==> config.mk <==
export PLATFORM = sky130hd
export DESIGN_NAME = jtag_tap
export DESIGN_NICKNAME = d
export VERILOG_FILES = /design/src/rtl/jtag_tap.sv
export SDC_FILE = /design/constraint.sdc
export NUM_CORES = 1
export LEC_CHECK = 0
export ABC_AREA = 1
export CAP_MARGIN = 25
export CORE_MARGIN = 5
export CORE_UTILIZATION = 53
export DETAILED_ROUTE_END_ITERATION = 8
export GPL_TIMING_DRIVEN = 0
export PLACE_DENSITY = 0.77
export SETUP_SLACK_MARGIN = 0.5
export SYNTH_ARGS = -nofsm -noshare
export SYNTH_HDL_FRONTEND = slang
export SYNTH_SLANG_ARGS = --single-unit
==> constraint.sdc <==
create_clock -name tck -period 1.7 [get_ports tck]
set_clock_uncertainty 0.05 [all_clocks]
set_input_delay 0.17 -clock tck [delete_from_list [all_inputs] [get_ports tck]]
set_output_delay 0.17 -clock tck [all_outputs]
set_load 0.02 [all_outputs]
==> src/rtl/jtag_tap.sv <==
// IEEE 1149.1 TAP controller: 16-state TAP FSM, instruction register, BYPASS/IDCODE data
// registers, SIB-network strobes and TDO mux. Define JTAG_TAP_IDCODE_EN to build IDCODE.
module jtag_tap #(
  parameter int unsigned         IR_WIDTH     = 4,
  parameter logic [31:0]         IDCODE_VALUE = 32'h1000_0001,
  parameter logic [IR_WIDTH-1:0] INSTR_IDCODE = IR_WIDTH'(1),
  parameter logic [IR_WIDTH-1:0] INSTR_CHAIN  = IR_WIDTH'(8)
) (
  input  logic tck,
  input  logic trst,
  input  logic tms,
  input  logic tdi,
  output logic tdo,
  output logic tdo_en,
  input  logic chain_tdo,
  output logic shift,
  output logic capture,
  output logic update,
  output logic chain_sel,
  output logic tlr
);

`ifdef JTAG_TAP_IDCODE_EN
  localparam int unsigned IDCODE_WIDTH = 32;
  localparam logic [IR_WIDTH-1:0] IR_RST = INSTR_IDCODE;
`else
  localparam logic [IR_WIDTH-1:0] IR_RST = '1;
`endif
  localparam logic [IR_WIDTH-1:0] IR_CAPTURE = IR_WIDTH'(1);

  typedef enum logic [3:0] {
    TLR, RTI,
    SEL_DR, CAP_DR, SH_DR, EX1_DR, PAUSE_DR, EX2_DR, UPD_DR,
    SEL_IR, CAP_IR, SH_IR, EX1_IR, PAUSE_IR, EX2_IR, UPD_IR
  } state_e;

  state_e              state_q, state_d;
  logic [IR_WIDTH-1:0] ir_q, ir_d;
  logic [IR_WIDTH-1:0] ir_sr_q, ir_sr_d;
  logic                bypass_q, bypass_d;
  logic                tdo_q, tdo_d;
  logic                tdo_en_q, tdo_en_d;
  logic                idcode_sel;
  logic                bypass_sel;
  logic                dr_tdo;

  // TAP state sequencing on tms
  always_comb begin
    state_d = state_q;
    case (state_q)
      TLR:      if (!tms) state_d = RTI;
      RTI:      if (tms) state_d = SEL_DR;
      SEL_DR:   state_d = tms ? SEL_IR : CAP_DR;
      CAP_DR:   state_d = tms ? EX1_DR : SH_DR;
      SH_DR:    if (tms) state_d = EX1_DR;
      EX1_DR:   state_d = tms ? UPD_DR : PAUSE_DR;
      PAUSE_DR: if (tms) state_d = EX2_DR;
      EX2_DR:   state_d = tms ? UPD_DR : SH_DR;
      UPD_DR:   state_d = tms ? SEL_DR : RTI;
      SEL_IR:   state_d = tms ? TLR : CAP_IR;
      CAP_IR:   state_d = tms ? EX1_IR : SH_IR;
      SH_IR:    if (tms) state_d = EX1_IR;
      EX1_IR:   state_d = tms ? UPD_IR : PAUSE_IR;
      PAUSE_IR: if (tms) state_d = EX2_IR;
      EX2_IR:   state_d = tms ? UPD_IR : SH_IR;
      UPD_IR:   state_d = tms ? SEL_DR : RTI;
      default:  state_d = TLR;
    endcase
  end

  // Network strobes decode straight from registered state and active IR
  assign chain_sel  = (ir_q == INSTR_CHAIN);
  assign tlr        = (state_q == TLR);
  assign shift      = (state_q == SH_DR) & chain_sel;
  assign capture    = (state_q == CAP_DR) & chain_sel;
  assign update     = (state_q == UPD_DR) & chain_sel;
  assign bypass_sel = ~chain_sel & ~idcode_sel;

`ifdef JTAG_TAP_IDCODE_EN
  logic [IDCODE_WIDTH-1:0] idcode_q, idcode_d;

  assign idcode_sel = (ir_q == INSTR_IDCODE);
  assign dr_tdo     = chain_sel ? chain_tdo : (idcode_sel ? idcode_q[0] : bypass_q);

  always_comb begin
    idcode_d = idcode_q;
    if (idcode_sel && state_q == CAP_DR) idcode_d = IDCODE_VALUE;
    if (idcode_sel && state_q == SH_DR)  idcode_d = {tdi, idcode_q[IDCODE_WIDTH-1:1]};
  end

  always_ff @(posedge tck or posedge trst) begin
    if (trst) idcode_q <= IDCODE_VALUE;
    else      idcode_q <= idcode_d;
  end
`else
  logic unused_idcode;

  assign idcode_sel    = 1'b0;
  assign dr_tdo        = chain_sel ? chain_tdo : bypass_q;
  assign unused_idcode = ^{IDCODE_VALUE, INSTR_IDCODE};
`endif

  // IR/BYPASS capture-shift-update and next TDO source
  always_comb begin
    ir_sr_d  = ir_sr_q;
    ir_d     = ir_q;
    bypass_d = bypass_q;
    tdo_d    = 1'b0;
    tdo_en_d = 1'b0;
    case (state_q)
      CAP_IR: ir_sr_d = IR_CAPTURE;
      SH_IR: begin
        ir_sr_d  = {tdi, ir_sr_q[IR_WIDTH-1:1]};
        tdo_d    = ir_sr_q[0];
        tdo_en_d = 1'b1;
      end
      UPD_IR: ir_d = ir_sr_q;
      CAP_DR: if (bypass_sel) bypass_d = 1'b0;
      SH_DR: begin
        if (bypass_sel) bypass_d = tdi;
        tdo_d    = dr_tdo;
        tdo_en_d = 1'b1;
      end
      default: ;
    endcase
    if (state_d == TLR) ir_d = IR_RST;
  end

  always_ff @(posedge tck or posedge trst) begin
    if (trst) begin
      state_q  <= TLR;
      ir_q     <= IR_RST;
      ir_sr_q  <= '0;
      bypass_q <= 1'b0;
    end else begin
      state_q  <= state_d;
      ir_q     <= ir_d;
      ir_sr_q  <= ir_sr_d;
      bypass_q <= bypass_d;
    end
  end

  // TDO launches on falling tck so the far end samples it cleanly on rising tck
  always_ff @(negedge tck or posedge trst) begin
    if (trst) begin
      tdo_q    <= 1'b0;
      tdo_en_q <= 1'b0;
    end else begin
      tdo_q    <= tdo_d;
      tdo_en_q <= tdo_en_d;
    end
  end

  assign tdo    = tdo_q;
  assign tdo_en = tdo_en_q;

endmodule

### Yosys cells after proc, flatten, opt, wreduce, memory -nomap -nowiden

Index checks and enable logic that the tools add are counted.
Widths: inputs -> output; s select.

* flip-flop bits (word level): 15
* bits of input ports: 5
* output and inout port bits: 7
* logic and storage cells: 60

* eq/ne operators: 18
* muxes and demuxes: 25
* bitwise gates (word level): 3
* reductions and logical operators: 8

Operators with widths (number)
* $pmux 4 s15: 1
* $mux 4: 12
* $eq 4x4->1 const B: 9
* $eq 4x3->1 const B: 4
* $eq 4x2->1 const B: 2
* $logic_not 4->1: 2
* $pmux 4 s2: 1
* $mux 3: 2
* $reduce_bool 2->1: 3
* $mux 1: 5
* $eq 4x1->1 const B: 1
* $mux 2: 2
* $ne 2x2->1 const B: 2
* $pmux 1 s2: 2
* $reduce_or 2->1: 2
* $and 1x1->1: 3
* $reduce_and 3->1: 1

### Depth between registers and ports, before layout

Gate-level depths: netlist of run 1.

* word-level depth: 5
* gate-level depth with buffers: 10
* depth with buffers taken out: 10

==> results of run 1 <==
## cell type report
class / count / area share (%)
buffer: 2 / 1.516
tap: 17 / 1.432
timing repair buffer: 34 / 22.91
sequential: 15 / 25.78
inverter: 20 / 5.981
clock buffer: 4 / 1.769
multi-input combinational: 87 / 40.61
## worst max-delay path by stage
stage / start / end / slack (ns) / depth (start not counted)
2_1_floorplan: ir_q[3]$_DFFE_PP1P_ / tdo$_DFF_NP0_ / -0.28 / 5
3_3_place_gp: ir_q[3]$_DFFE_PP1P_ / tdo$_DFF_NP0_ / -0.37 / 5
3_5_place_dp: ir_q[3]$_DFFE_PP1P_ / tdo$_DFF_NP0_ / -0.38 / 5
4_1_cts: ir_q[3]$_DFFE_PP1P_ / tdo$_DFF_NP0_ / -0.35 / 5
5_1_grt: ir_q[3]$_DFFE_PP1P_ / tdo$_DFF_NP0_ / -0.39 / 5
6_report: ir_q[3]$_DFFE_PP1P_ / tdo$_DFF_NP0_ / -0.31 / 5
## metal layers
metal	track usage, %	vias up
met5	0	-
met1	24.77	485
li1	-	464
met2	33.47	22
met3	3.152	7
met4	10.04	0
## through the flow
stage	setup TNS (ns)	area, um^2
4_1_cts	-1.008	1291
5_1_grt	-1.669	1485
6_report	-1.226	1485
3_3_place_gp	-1.430	1097
2_1_floorplan	-0.3697	965.9
3_5_place_dp	-1.599	1097
## sequential cells by signal (all words and copies together) (netlist names)
| signal | count |
|---|---|
| state_q | 4 |
| ir_q | 4 |
| ir_sr_q | 4 |
| bypass_q | 1 |
| tdo | 1 |
| tdo_en | 1 |
## cells by family (layout without fill, tap and decap cells)
group / after synthesis / count (layout)
AO/OA/AOI/OAI: 17 / 17
AND/OR/NAND/NOR: 70 / 70
buffers and inverters: 22 / 60
flip-flops: 15 / 15
## power groups by stage
| stage | registers (mW) | clock network, mW | logic (mW) |
|---|---|---|---|
| finish | 0.623 | 0.215 | 1.77 |
| global route | 0.636 | 0.232 | 1.90 |
| CTS | 0.619 | 0.201 | 1.37 |
| detailed placement | 0.630 | 0 | 1.09 |
| global placement | 0.621 | 0 | 1.06 |
| floorplan | 0.626 | 0 | 0.851 |
## repair_timing
| action | 4_1_cts | 5_1_grt |
|---|---|---|
| buffers inserted | 14 | 9 |
| pin swaps | 10 | 12 |
| resized for setup | 58 | 42 |
| endpoints found under the setup margin | 19 | 19 |
## layout by cell type (no fill, tap or decap), drive strengths merged
master / n
clkinvlp: 1
buf: 32
nor2: 21
o22ai: 4
nor3: 1
dfrtn: 2
nand3: 8
nand2: 39
dfstp: 4
clkdlybuf4s50: 4
o21ai: 9
clkbuf: 4
a21oi: 4
dfrtp: 9
nand4: 1
inv: 19
## critical path, delay by kind of cell (launching register included)
family                 cells  cell delay (ns)
buffers and inverters      1             0.03
AO/OA/AOI/OAI              2             0.19
flip-flops                 1             0.54
AND/OR/NAND/NOR            2             0.19
==> parameters.txt, run 1 <==
Parameter                              Value

Floorplanning
  Number of I/O pins ... 12
  Initial core utilization ... 54.74%
  Area of the die ... 2680 um^2
  Width of the die ... 51.77 um
  Std cell rows ... 15
  Die outline height ... 51.77 um
  Standard cell core area ... 1689 um^2

Placement
  Worst-case setup slack after placement ... -0.3762 ns
  Placer congestion estimate ... 0.8983
  Sum of net half-perimeters after detailed placement ... 1.530 mm
  Cell total after placement ... 152
  Count of buffers inserted at the top-level ports ... 11

Cells and area
  Number of nets in the final layout ... 168
  Number of fillers in the final layout ... 76
  Final standard cell utilization of the core ... 87.93%
  Layout cells sized above 1 ... 61.73%
  Multi-input combinational cell area ... 603.1 um^2
  Ant. Diodes ... 0
  Area added between synthesis and finish ... 60.62%
  Cell Count, Final, Fillers Out ... 179
  Register area ... 382.9 um^2

Yosys
  XOR/XNOR Fraction of Synth Area ... 0%
  Post-synth EDFFs ... 0
  Post-synthesis compound-gate area fraction ... 12.45%
  Yosys warns ... 0
  Most used standard cell by instance count after synthesis ... sky130_fd_sc_hd__nand2_1
  Synth Area in Simple Gates ... 35.86%
  Main combinational cell family by area after synthesis ... simple AND/OR/NAND/NOR gates
  #FFs+latches synth ... 15
  Cells after Synth ... 124
  Synth Cell Area ... 924.6 um^2
  Sequential fraction of the synthesis area ... 41.14%
  Multiplexer share of the synthesized area ... 0%
  Fraction of post-synthesis cell area in the top cell type by area ... 24.36%
  Adder and majority gate portion of the synthesized area ... 0%
  Synth cell count leaders ... sky130_fd_sc_hd__nand2_1, sky130_fd_sc_hd__inv_1, sky130_fd_sc_hd__nor2_1
  Netlist cell types ... 21
  Share of synthesized flip-flops with an asynchronous set or reset ... 100.0%
  Library cell occupying the most area in the post-synthesis netlist ... sky130_fd_sc_hd__dfrtp_1
  Synth area leaders ... sky130_fd_sc_hd__dfrtp_1, sky130_fd_sc_hd__nand2_1, sky130_fd_sc_hd__dfstp_2, sky130_fd_sc_hd__nor2_2, sky130_fd_sc_hd__inv_1
  Most used flip-flop cell after synthesis ... sky130_fd_sc_hd__dfrtp_1
  Average cell area after synthesis ... 7.457 um^2
  Net count after synthesis ... 129

Worst setup path
  Worst R2R Setup Slack ... -0.31 ns
  Data arrival, critical path ... 1.25 ns
  List of cells traversed by the critical path ... inv_2, nor2_2, nand2_2, o21ai_2, o21ai_1
  Maximum single-stage delay on the critical path ... 0.54 ns
  Worst R2R Path Depth ... 5
  Endpoint required time on the critical path ... 0.95 ns
  R2r endpoint ... tdo$_DFF_NP0_
  Worst path slowest cell ... sky130_fd_sc_hd__dfstp_2
  Origin of the critical flop-to-flop path ... ir_q[3]$_DFFE_PP1P_
  Critical path class ... reg -> reg
  Type of element launching the critical path ... register
  Max Fanout on Critical Path ... 4
  Critical Path End Type ... register

Run status
  Run status ... complete, but fails checks
  Failing checks ... negative setup slack

Routing
  Wl on met1 ... 1.260 mm
  Antenna Violating Nets Remaining ... 0
  Detailed-routed wire length on met2 ... 1.465 mm
  Post-Route WL ... 2.891 mm
  First DRT Iteration DRCs ... 30
  Detailed-route DRC error count ... 0
  Met3 routed WL ... 95 um
  Routed length per placed instance ... 16.15 um
  Top layer in use ... met4
  Total via count after detailed routing ... 978
  Drt pass-1 iters ... 4
  Average via count per standard cell ... 5.464

STA
  Final-report max-slew violation count ... 0
  Relative slew slack ... 80.11%
  Setup repair after global routing missed its margin ... yes
  Slew at the pin with the worst max-slew slack ... 0.2980 ns
  Count of final hold-check violations ... 0
  Minimum setup slack in the final design ... -0.3051 ns
  Finish-stage setup viols ... 6
  Final worst hold slack ... 0.1906 ns

Power
  Power share of the sequential group ... 23.9%
  Worst IR Drop VDD ... 1.320 mV
  Overall Power ... 2.607 mW
  Areal power density over the cells ... 1755 nW/um^2
  Power share of the combinational group ... 67.8%
  Switching pwr ... 1.215 mW
  Clock share of power ... 8.3%
  Leakage power ... 0.7220 nW
  Internal power contribution ... 1.392 mW
  Proportion of total power due to net switching ... 46.61%

Worst hold path
  Kind of path behind the tightest hold check ... in -> async

Clock tree
  Clock root buffer ... sky130_fd_sc_hd__clkbuf_4
  Clock buffer depth ... 2
  Clock Sink Count ... 15
  Depth of the CTS H-tree ... 1
  Total CTS buffers ... 3
  Clock transition at path regs ... 0.09 ns
  Clock tree from TritonCTS ... built
  Hold bufs inserted after CTS ... 0
  Clk Latency, worst-skew pair ... 0.29 ns

Global routing
  Vias in the first global route ... 901
  Wire length of the first global-routing pass ... 3.960 mm
  Largest net degree at the start of global routing ... 10
  Total gr overflow ... 0
  Number of antenna violations at the first check in global routing ... 0
  Total routing usage reported by global routing ... 20.00%

Job
  Number of max-cap violations ... 0
Power figures use the tool's default switching activity.
==> run 2, diff against run 1 <==
==> constraint.sdc (replaced) <==
create_clock -name tck -period 1.7 [get_ports tck]
set_clock_uncertainty 0.05 [all_clocks]
set_input_delay 0.17 -clock tck [delete_from_list [all_inputs] [get_ports tck]]
set_output_delay 0.17 -clock tck [all_outputs]
set_load 0.005 [all_outputs]
==> parameters.txt, run 2 (synthesized netlist as in run 1, its figures left out) <==
Parameter                              Value

Power
  Areal power density over the cells ... 1789 nW/um^2
  Worst IR Drop VDD ... 1.531 mV
  Overall Power ... 2.837 mW
  Leakage power ... 0.7707 nW

Cells and area
  Ant. Diodes ... 0
  Area added between synthesis and finish ... 71.45%
  Number of fillers in the final layout ... 54
  Cell Count, Final, Fillers Out ... 187
  Final standard cell utilization of the core ... 93.85%
  Layout cells sized above 1 ... 66.47%
  Top flop regs ... ir_q (4), ir_sr_q (4), state_q (4)
  Number of nets in the final layout ... 176
  Most common library cell in the layout ignoring fill and taps ... sky130_fd_sc_hd__buf_6
  Highest-count cells in the layout ignoring fill and taps ... sky130_fd_sc_hd__buf_6, sky130_fd_sc_hd__nand2_1, sky130_fd_sc_hd__nand2_2

Floorplanning
  Number of I/O pins ... 12
  Std cell rows ... 15
  Initial core utilization ... 54.74%
  Die outline height ... 51.77 um
  Area of the die ... 2680 um^2
  Standard cell core area ... 1689 um^2
  Width of the die ... 51.77 um

Global routing
  Wire length of the first global-routing pass ... 5.037 mm
  Number of antenna violations at the first check in global routing ... 0
  Total routing usage reported by global routing ... 25.99%
  Largest net degree at the start of global routing ... 13
  Total gr overflow ... 0
  Vias in the first global route ... 1093

Worst hold path
  Kind of path behind the tightest hold check ... in -> async

Worst setup path
  Worst path slowest cell ... sky130_fd_sc_hd__dfstp_2
  Endpoint required time on the critical path ... 0.94 ns
  Worst R2R Setup Slack ... -0.36 ns
  Maximum single-stage delay on the critical path ... 0.55 ns
  Critical Path End Type ... register
  Cell family contributing the most delay on the critical path ... flip-flops
  Worst R2R Path Depth ... 5
  Max Fanout on Critical Path ... 3
  R2r endpoint ... tdo$_DFF_NP0_
  Number of buffer and inverter stages on the critical path ... 1
  Type of element launching the critical path ... register
  Critical path class ... reg -> reg
  Origin of the critical flop-to-flop path ... ir_q[3]$_DFFE_PP1P_
  List of cells traversed by the critical path ... inv_2, nor2_4, nand2_2, o21ai_2, o21ai_1
  Data arrival, critical path ... 1.30 ns

Clock tree
  Clock root buffer ... sky130_fd_sc_hd__clkbuf_4
  Clock tree from TritonCTS ... built
  Depth of the CTS H-tree ... 1
  Total CTS buffers ... 3
  Clk Latency, worst-skew pair ... 0.30 ns
  Clock transition at path regs ... 0.10 ns
  Clock buffer depth ... 2
  Clock Sink Count ... 15

STA
  Final worst hold slack ... 0.1892 ns
  Slew at the pin with the worst max-slew slack ... 0.3092 ns
  Final-report max-slew violation count ... 0
  Setup repair after global routing missed its margin ... yes
  Finish-stage setup viols ... 14
  Count of final hold-check violations ... 0
  Minimum setup slack in the final design ... -0.3557 ns
  Final TNS setup ... -1.795 ns
  Relative slew slack ... 79.17%

Routing
  Detailed-route DRC error count ... 0
  Post-Route WL ... 3.885 mm
  Antenna Violating Nets Remaining ... 0
  Total via count after detailed routing ... 1184
  Drt pass-1 iters ... 5
  First DRT Iteration DRCs ... 47
  Routed length per placed instance ... 20.78 um
  Average via count per standard cell ... 6.332

Run status
  Failing checks ... negative setup slack
  Run status ... complete, but fails checks

Placement
  Cell total after placement ... 152
  Count of buffers inserted at the top-level ports ... 11
  Sum of net half-perimeters after detailed placement ... 1.507 mm
  Placer congestion estimate ... 0.8337

Job
  Number of max-cap violations ... 0
==> run 2: cell count changes in the layout (fill, tap and decap cells not counted), moves of 3 or more <==
cell                    before  now
sky130_fd_sc_hd__buf_2       0    6
sky130_fd_sc_hd__inv_2       7    3
sky130_fd_sc_hd__inv_4       4    7
sky130_fd_sc_hd__buf_6      20   24
==> run 2: worst max path at each step <==
stage | startpoint | endpoint | slack [ns] | depth (start not counted)
after floorplan | ir_q[3]$_DFFE_PP1P_ | tdo$_DFF_NP0_ | -0.28 | 5
after global placement | ir_q[3]$_DFFE_PP1P_ | tdo$_DFF_NP0_ | -0.36 | 5
after detailed placement | ir_q[3]$_DFFE_PP1P_ | tdo$_DFF_NP0_ | -0.37 | 5
after CTS | ir_q[3]$_DFFE_PP1P_ | tdo$_DFF_NP0_ | -0.28 | 5
after global routing | ir_q[3]$_DFFE_PP1P_ | tdo$_DFF_NP0_ | -0.40 | 5
final | ir_q[3]$_DFFE_PP1P_ | tdo$_DFF_NP0_ | -0.36 | 5
==> run 2: metrics by stage <==
| step | instance area (um^2) | setup WS (ns) |
|---|---|---|
| after global placement | 1090 | -0.3642 |
| final | 1585 | -0.3557 |
| after floorplan | 958.4 | -0.2812 |
| after global routing | 1585 | -0.4050 |
| after CTS | 1384 | -0.2849 |
| after detailed placement | 1090 | -0.3727 |
==> run 2: cell type report <==
cell class | instances | area (um^2) | share of cell area [%]
Tap cell | 17 | 21.27 | 1.342
Inverter | 20 | 96.34 | 6.077
Timing Repair Buffer | 42 | 400.4 | 25.26
Multi-Input combinational cell | 87 | 635.6 | 40.09
Sequential cell | 15 | 382.9 | 24.15
Buffer | 2 | 22.52 | 1.421
Clock buffer | 4 | 26.28 | 1.657
==> run 2: power breakdown <==
part           leakage [nW]  total (mW)  internal (mW)  switching (mW)
clock network        0.0150       0.228         0.0917           0.136
logic                 0.575        1.97          0.850            1.12
registers             0.181       0.643          0.524           0.118
total                 0.771        2.84           1.47            1.37
==> run 2: worst min-delay path, stage by stage <==
cell	delay (ns)
sky130_fd_sc_hd__clkdlybuf4s50_1	0.45
sky130_fd_sc_hd__clkinvlp_4	0.13
sky130_fd_sc_hd__buf_4	0.12
==> run 2: layer usage <==
| metal | routed length, um | vias up | track usage, % |
|---|---|---|---|
| li1 | - | 486 | - |
| met3 | 353 | 30 | 6.590 |
| met1 | 1348 | 557 | 27.39 |
| met5 | 0 | - | 0 |
| met2 | 1953 | 111 | 45.76 |
| met4 | 231 | 0 | 16.16 |
==> run 2: repair_timing <==
| item | 4_1_cts | 5_1_grt |
|---|---|---|
| pin swaps | 16 | 14 |
| endpoints found under the setup margin | 17 | 22 |
| hold buffers | 0 | 0 |
| setup buffers | 22 | 9 |
| gates cloned | 0 | 0 |
| resized for setup | 66 | 40 |
==> run 3, diff against run 2 <==
==> constraint.sdc (replaced) <==
create_clock -name tck -period 2.2 [get_ports tck]
set_clock_uncertainty 0.05 [all_clocks]
set_input_delay 0.22 -clock tck [delete_from_list [all_inputs] [get_ports tck]]
set_output_delay 0.22 -clock tck [all_outputs]
set_load 0.005 [all_outputs]
==> parameters.txt, run 3 (synthesized netlist as in run 1, its figures left out) <==
Parameter                              Value

Clock tree
  Hold bufs inserted after CTS ... 0
  Clk Latency, worst-skew pair ... 0.29 ns
  Clock tree from TritonCTS ... built
  Depth of the CTS H-tree ... 1
  Clock transition at path regs ... 0.08 ns
  Clock Sink Count ... 15
  Clock buffer depth ... 2
  Clock root buffer ... sky130_fd_sc_hd__clkbuf_4
  Total CTS buffers ... 3

Worst hold path
  Kind of path behind the tightest hold check ... in -> async

Worst setup path
  Type of element launching the critical path ... register
  Critical Path End Type ... register
  List of cells traversed by the critical path ... inv_2, nor2_2, nand2_2, o21ai_2, o21ai_1
  Worst R2R Setup Slack ... -0.05 ns
  Critical path class ... reg -> reg
  Maximum single-stage delay on the critical path ... 0.54 ns
  R2r endpoint ... tdo$_DFF_NP0_
  Worst path slowest cell ... sky130_fd_sc_hd__dfstp_2
  Max Fanout on Critical Path ... 3
  Data arrival, critical path ... 1.23 ns
  Origin of the critical flop-to-flop path ... ir_q[3]$_DFFE_PP1P_
  Worst R2R Path Depth ... 5
  Endpoint required time on the critical path ... 1.18 ns

Cells and area
  Cell Count, Final, Fillers Out ... 167
  Number of nets in the final layout ... 156
  Most common library cell in the layout ignoring fill and taps ... sky130_fd_sc_hd__nand2_1
  Highest-count cells in the layout ignoring fill and taps ... sky130_fd_sc_hd__nand2_1, sky130_fd_sc_hd__inv_1, sky130_fd_sc_hd__nor2_2, sky130_fd_sc_hd__nor2_1
  Layout cells sized above 1 ... 45.33%
  Top flop regs ... ir_q (4), ir_sr_q (4), state_q (4)
  Ant. Diodes ... 0
  Area added between synthesis and finish ... 32.61%

Placement
  Worst-case setup slack after placement ... -0.1656 ns
  Cell total after placement ... 152
  Placer congestion estimate ... 0.9262
  Count of buffers inserted at the top-level ports ... 11
  Sum of net half-perimeters after detailed placement ... 1.460 mm

Floorplanning
  Initial core utilization ... 54.74%
  Area of the die ... 2680 um^2
  Number of I/O pins ... 12
  Width of the die ... 51.77 um
  Std cell rows ... 15
  Die outline height ... 51.77 um
  Standard cell core area ... 1689 um^2

Routing
  Total via count after detailed routing ... 854
  Average via count per standard cell ... 5.114
  First DRT Iteration DRCs ... 23
  Routed length per placed instance ... 12.93 um
  Antenna Violating Nets Remaining ... 0
  Detailed-route DRC error count ... 0
  Post-Route WL ... 2.159 mm
  Drt pass-1 iters ... 4

Global routing
  Met2 track demand over resource in global routing ... 29.87%
  Busiest metal layer after global routing ... met2
  Vias in the first global route ... 820
  Number of antenna violations at the first check in global routing ... 0
  Global-route track usage on met3 ... 5.731%
  GR met1 Demand/Resource ... 27.14%
  Total routing usage reported by global routing ... 19.44%
  Total gr overflow ... 0
  Wire length of the first global-routing pass ... 3.850 mm
  Largest net degree at the start of global routing ... 16

Job
  Number of max-cap violations ... 0

Power
  Areal power density over the cells ... 1321 nW/um^2
  Power share of the sequential group ... 29.1%
  Leakage power ... 0.6279 nW
  Overall Power ... 1.620 mW
  Switching pwr ... 0.7323 mW
  Proportion of total power due to net switching ... 45.21%
  Power share of the combinational group ... 61.3%
  Internal power contribution ... 0.8877 mW
  Clock share of power ... 9.6%
  Worst IR Drop VDD ... 0.8695 mV

STA
  Finish-stage setup viols ... 1
  Setup repair after global routing missed its margin ... yes
  Count of final hold-check violations ... 0
  Final worst hold slack ... 0.1812 ns
  Slew at the pin with the worst max-slew slack ... 0.3827 ns
  Minimum setup slack in the final design ... -0.05052 ns
  Final-report max-slew violation count ... 0
  Relative slew slack ... 74.39%

Run status
  Run status ... complete, but fails checks
  Failing checks ... negative setup slack
[run 3: cell types whose count changed in the layout (fill, tap and decap cells not counted), sizes merged]
cell	previous run	this run
clkbuf	4	5
clkdlybuf4s15	0	1
buf	40	18
[run 3: repair_timing]
action	4_1_cts	5_1_grt
endpoints found under the setup margin	11	9
buffers inserted	10	1
gates resized for setup	39	9
pin swaps	5	0
[run 3: per-layer routing]
layer  up-vias  share of wire (%)
li1        440                  -
met1       392                 48
met2        19                 47
met3         3                4.1
met4         0               0.79
met5         -                  0
[run 3: worst max-delay path by stage]
stage / startpoint / end / cells past startpoint
final: ir_q[3]$_DFFE_PP1P_ / tdo$_DFF_NP0_ / 5
after global routing: state_q[3]$_DFF_PP0_ / tdo$_DFF_NP0_ / 6
after CTS: ir_q[3]$_DFFE_PP1P_ / tdo$_DFF_NP0_ / 5
after detailed placement: ir_q[3]$_DFFE_PP1P_ / tdo$_DFF_NP0_ / 5
after global placement: ir_q[3]$_DFFE_PP1P_ / tdo$_DFF_NP0_ / 5
after floorplan: ir_q[3]$_DFFE_PP1P_ / tdo$_DFF_NP0_ / 5
[run 3: metrics by stage]
step           instance area [um^2]  setup TNS [ns]  util (%)
2_1_floorplan                 947.2        -0.03124         -
3_3_place_gp                   1079         -0.2339     63.85
3_5_place_dp                   1079         -0.2260     63.85
4_1_cts                        1211        -0.06040     71.70
5_1_grt                        1226         -0.1531     72.59
6_report                       1226        -0.05052     72.59
[run 3: area by class of cell]
class | count | area [um^2]
multi-input combinational | 87 | 510.5
buffer | 2 | 22.52
tap | 17 | 21.27
fill | 130 | 462.9
clock buffer | 4 | 26.28
inverter | 20 | 83.83
sequential | 15 | 382.9
timing repair buffer | 22 | 178.9
[run 3: worst max-delay path, delay by kind of cell (launching register included)]
family          cells  cell delay, ns
compound gates      2            0.20
buf+inv             1            0.04
flops               1            0.54
simple gates        2            0.17
[run 3: power by group through the flow]
stage	registers, mW	clock network [mW]	logic [mW]
finish	0.472	0.155	0.993
global placement	0.472	0	0.760
detailed placement	0.473	0	0.779
global route	0.488	0.174	1.09
floorplan	0.458	0	0.617
CTS	0.470	0.161	0.952
